File: src/rtl/controle_envase.sv
// Bottling line sequencer: fill, cork and release each bottle, count
// completed bottles and pace cork refill requests to the stock block.
module controle_envase #(
    parameter int CAP_CYCLES   = 4,
    parameter int FILL_TIMEOUT = 200,
    parameter int REFILL_GAP   = 8
) (
    input  logic       clk,
    input  logic       reset,
    input  logic       start,
    input  logic       sensor_garrafa,
    input  logic       sensor_nivel,
    input  logic       sensor_vedacao,
    input  logic [7:0] rolhas_linha,
    input  logic       alerta_estoque,
    input  logic       repor,
    output logic       MOTOR,
    output logic       VALVULA,
    output logic       VEDADOR,
    output logic       DONE,
    output logic       ADD_ROLHA,
    output logic       ALARME,
    output logic [7:0] CONTAGEM_GARRAFAS,
    output logic [2:0] ESTADO
);

    localparam int TMAX = (FILL_TIMEOUT > CAP_CYCLES) ? FILL_TIMEOUT : CAP_CYCLES;
    localparam int TW   = $clog2(TMAX);
    localparam int GW   = $clog2(REFILL_GAP + 1);

    typedef enum logic [2:0] {
        IDLE       = 3'd0,
        TRANSPORTE = 3'd1,
        ENCHENDO   = 3'd2,
        AVANCA     = 3'd3,
        SEM_ROLHA  = 3'd4,
        VEDANDO    = 3'd5,
        LIBERA     = 3'd6,
        ERRO       = 3'd7
    } state_t;

    state_t          state_q, state_d;
    logic [TW-1:0]   timer_q, timer_d;
    logic [GW-1:0]   gap_q, gap_d;
    logic [7:0]      cnt_q, cnt_d;
    logic            done_q, done_d;
    logic            add_req;
    logic            tem_rolha;

    assign tem_rolha = (rolhas_linha != 8'd0);

    always_ff @(posedge clk or negedge reset) begin
        if (!reset) begin
            state_q <= IDLE;
            timer_q <= '0;
            gap_q   <= '0;
            cnt_q   <= '0;
            done_q  <= 1'b0;
        end else begin
            state_q <= state_d;
            timer_q <= timer_d;
            gap_q   <= gap_d;
            cnt_q   <= cnt_d;
            done_q  <= done_d;
        end
    end

    always_comb begin
        state_d = state_q;
        unique case (state_q)
            IDLE: begin
                if (start) state_d = TRANSPORTE;
            end
            TRANSPORTE: begin
                if (!start)              state_d = IDLE;
                else if (sensor_garrafa) state_d = ENCHENDO;
            end
            ENCHENDO: begin
                if (sensor_nivel)
                    state_d = AVANCA;
                else if (timer_q == TW'(FILL_TIMEOUT - 1))
                    state_d = ERRO;
            end
            AVANCA: begin
                if (sensor_vedacao)
                    state_d = tem_rolha ? VEDANDO : SEM_ROLHA;
            end
            SEM_ROLHA: begin
                if (tem_rolha) state_d = VEDANDO;
            end
            VEDANDO: begin
                if (timer_q == TW'(CAP_CYCLES - 1)) state_d = LIBERA;
            end
            LIBERA: begin
                if (!sensor_vedacao)
                    state_d = start ? TRANSPORTE : IDLE;
            end
            ERRO: begin
                if (!start) state_d = IDLE;
            end
            default: state_d = IDLE;
        endcase
    end

    // Shared timer: fill timeout in ENCHENDO, hold time in VEDANDO.
    always_comb begin
        timer_d = '0;
        if (state_d == state_q &&
            (state_q == ENCHENDO || state_q == VEDANDO))
            timer_d = timer_q + TW'(1);
    end

    always_comb begin
        done_d = (state_q == VEDANDO) && (state_d == LIBERA);
        cnt_d  = cnt_q + {7'd0, done_d};
    end

    // Refill pacer is independent of the sequencer state.
    always_comb begin
        add_req = repor && alerta_estoque && (gap_q == '0);
        gap_d   = gap_q;
        if (add_req)
            gap_d = GW'(REFILL_GAP - 1);
        else if (gap_q != '0)
            gap_d = gap_q - GW'(1);
    end

    always_comb begin
        MOTOR   = 1'b0;
        VALVULA = 1'b0;
        VEDADOR = 1'b0;
        ALARME  = 1'b0;
        unique case (state_q)
            TRANSPORTE: MOTOR   = 1'b1;
            ENCHENDO:   VALVULA = 1'b1;
            AVANCA:     MOTOR   = 1'b1;
            SEM_ROLHA:  ALARME  = 1'b1;
            VEDANDO:    VEDADOR = 1'b1;
            LIBERA:     MOTOR   = 1'b1;
            ERRO:       ALARME  = 1'b1;
            default: ;
        endcase
    end

    assign ADD_ROLHA         = add_req && reset;
    assign DONE              = done_q;
    assign CONTAGEM_GARRAFAS = cnt_q;
    assign ESTADO            = state_q;

endmodule

File: config.mk
export PLATFORM = sky130hd
export DESIGN_NAME = controle_envase
export DESIGN_NICKNAME = d
export VERILOG_FILES = /design/src/rtl/controle_envase.sv
export SDC_FILE = /design/constraint.sdc
export NUM_CORES = 1
export LEC_CHECK = 0
export BUFFER_PORTS_ARGS = -buffer_cell sky130_fd_sc_hd__clkbuf_2
export CAP_MARGIN = 0
export CORE_AREA = 2 2 60 62
export CTS_BUF_LIST = sky130_fd_sc_hd__clkbuf_4 sky130_fd_sc_hd__clkbuf_8
export DETAILED_ROUTE_END_ITERATION = 8
export DIE_AREA = 0 0 62 64
export HOLD_SLACK_MARGIN = 0.02
export SLEW_MARGIN = 20
export SYNTH_ARGS = -nofsm -noshare
export SYNTH_HDL_FRONTEND = slang
export SYNTH_SLANG_ARGS = --single-unit
File: constraint.sdc
create_clock -name clk -period 5.7 [get_ports clk]
set_input_delay 0.57 -clock clk [delete_from_list [all_inputs] [get_ports clk]]
set_output_delay 0.57 -clock clk [all_outputs]
set_load 0.05 [all_outputs]
==> metrics.txt <==
Total Power=607 uW; DRT antenna net count=0; Cell Area, Synth=1260 um2; fin util=45.9%; total routed wirelength=2470 um; Hold Vio Cnt, Final=0; clk slew on worst S/H paths=~0.13 ns; number of global-route vias before repair=approximately 1,000; Core Rows=21; DP HPWL=1880 um; WP data required=approximately 5.1 ns; PD cells=403 nW/um2; Port-buffer cells=32; outcome=complete, no violations; CP max-delay cell=or3b_2; aggregate global routing overflow=0; drt first pass iters=4; fraction of registers with async set/reset=between 90% and 100%; via/cell ratio=5.05; worst skew pair latency=0.31 ns; CTS buffer count=3; Seq/Total Area, Yosys=~47%; share of post-route cells with drive strength above 1=26.1%; # diodes=0; Setup Buffers After CTS=0; slew of the pin with the lowest slew margin=0.606 ns; Top-Level Pins=33; Sink Count=24; first-pass GRT wire length=4310 um; Setup Skew=0.00276 ns; cts hold-fix bufs=0; crit path capture type=output pin; Final min period=~2.5 ns; setup TNS=0 ns; die area=3970 um2; Rel. slew slack=about three fifths; Vias=roughly 1,000; initial antenna violation count=0; Hold Crit Class=primary input to async pin; commonest cells after routing, fill and taps aside=clkbuf_2, dfrtp_1, nor2_1; gpl congestion=around 0.79; die width=62 um; Area Growth Syn to Fin=19.1%; P_leak=0.000750 uW; Max-cap violations=0; Mapped Avg Cell Area=between 9 and 10 um2; CP Launch Type=register; fin. max-slew vios=0; gr usage total=14.3%; cells after synthesis=128; R2R depth=9; Synth cell types=37; Worst VDD drop=0.221 mV; CP peak stage delay=slightly below 0.5 ns; Fmax achieved=between 400 and 500 MHz; Yosys reg bits=24; CP cell instances=inv_1 -> ha_1 -> or3b_2 -> nor2_1 -> clkbuf_2; H-tree depth=1; crit path max fanout=4; top_reg_cell synth=dfrtp_1; Reg2Reg Capture Point=CONTAGEM_GARRAFAS[6]$_DFF_PN0_; start point of the critical path=gap_q[0]$_DFFE_PN0P_; largest net degree at the start of global routing=26; critical path type=register to output pin; Starting Density=38.5%; core area=around 3300 um2; Setup Viol. Count Final=0; final net count=182; r2r setup slk=3.49 ns; DIE HEIGHT=~64 um; Resize count post-CTS=0; R2R Path Start=timer_q[0]$_DFF_PN0_; most common cell after layout, fill and taps aside=clkbuf_2; Post-synth EDFFs=0; period utilisation layout=43.8%; wire per inst=11.9 um; Clock Path Buffers=2; CTS root buf=clkbuf_4; RSZ-0062 raised after global routing=no; DRT iter0 DRCs=33; Post-Syn Nets=148; drt drc=0; crit path to=ADD_ROLHA; CTS tree=yes; yosys synthesis warning count=0; Crit path arrival time=1.93 ns; filler cell count=about 330
==> worst min path at each step <==
| stage | from | to | slack (ns) | cells past startpoint |
|---|---|---|---|---|
| detailed placement | timer_q[0]$_DFF_PN0_ | timer_q[0]$_DFF_PN0_ | 0.45 | 1 |
| finish | reset | CONTAGEM_GARRAFAS[7]$_DFF_PN0_ | 0.24 | 1 |
| global placement | timer_q[0]$_DFF_PN0_ | timer_q[0]$_DFF_PN0_ | 0.44 | 1 |
| floorplan | reset | CONTAGEM_GARRAFAS[0]$_DFF_PN0_ | 0.27 | 0 |
| CTS | reset | CONTAGEM_GARRAFAS[6]$_DFF_PN0_ | 0.25 | 1 |
| global route | reset | CONTAGEM_GARRAFAS[6]$_DFF_PN0_ | 0.27 | 1 |
==> worst max-delay path, delay by kind of cell, from the launching register on <==
family	cells	cell delay, ns
simple gates	2	0.62
flops	1	0.40
buf+inv	2	0.37
fa+ha+maj	1	0.22
==> cell usage after synthesis, types with 2 or more instances <==
library cell  instances  area, um2
nand2_1               9       33.8
nand3b_1              2       15.0
nand3_1               9       45.0
nand4_1               2       12.5
clkbuf_1              2       7.51
ha_1                  4       50.1
nor4_1                2       12.5
nor3_1                4       20.0
xnor2_1               6       52.6
a21oi_1               3       15.0
o21ai_0               7       35.0
a21o_1                2       15.0
nor2_1               13       48.8
xor2_1                6       52.6
and3_1                3       18.8
dfrtp_1              24        601
nor2b_1               3       18.8
inv_1                 7       26.3
a32oi_1               2       17.5
==> sequential cells by signal, summed over array words and instances, names as in the netlist <==
name and flops:
DONE 1, gap_q 4, CONTAGEM_GARRAFAS 8, timer_q 8
ESTADO 3
==> cell families (layout without fill, tap and decap cells) <==
kind of cell / Yosys count / count (layout) / share of synthesized area (%)
and+or+nand+nor: 56 / 56 / 23.4
DFF: 24 / 24 / 47.5
AOI/OAI and AO/OA: 20 / 20 / 12.1
xor gates and xnor gates: 12 / 12 / 8.31
buffers and inverters: 10 / 43 / 3.07
adders and majority gates: 4 / 4 / 3.96
muxes: 2 / 2 / 1.68
==> per-stage QoR <==
| stage | hold WS [ns] | cells | worst slack [ns] | instance area, um2 |
|---|---|---|---|---|
| after floorplan | 0.274 | 128 | 2.99 | 1260 |
| after global placement | 0.442 | 203 | 3.51 | 1470 |
| after detailed placement | 0.447 | 203 | 3.44 | 1470 |
| after CTS | 0.251 | 207 | 3.19 | 1510 |
| after global routing | 0.270 | 207 | 3.10 | 1510 |
| final | 0.238 | 207 | 3.20 | 1510 |
==> power by group <==
part           switching (uW)  total [uW]  internal (uW)
clock network            49.5        88.6           39.0
logic                     177         268           91.3
registers                50.8         250            200
==> routing by layer <==
layer	GRT usage (%)	part of all wire (%)	vias to the layer above
met5	0	0	-
met4	6.65	2.2	0
met3	3.44	5.8	5
met2	24.3	48	38
met1	16.1	44	482
li1	-	-	521
==> area by class of cell <==
class / count / area [um2] / share of cell area [%]
inverters: 7 / 26.3 / 1.74
multi-input cells: 94 / 626 / 41.5
flip-flops and latches: 24 / 601 / 39.9
repair buffers: 32 / 160 / 10.6
clock buffers: 4 / 36.3 / 2.41
well taps: 46 / 57.6 / 3.82
No activity file was read; power rests on OpenSTA's default activity.
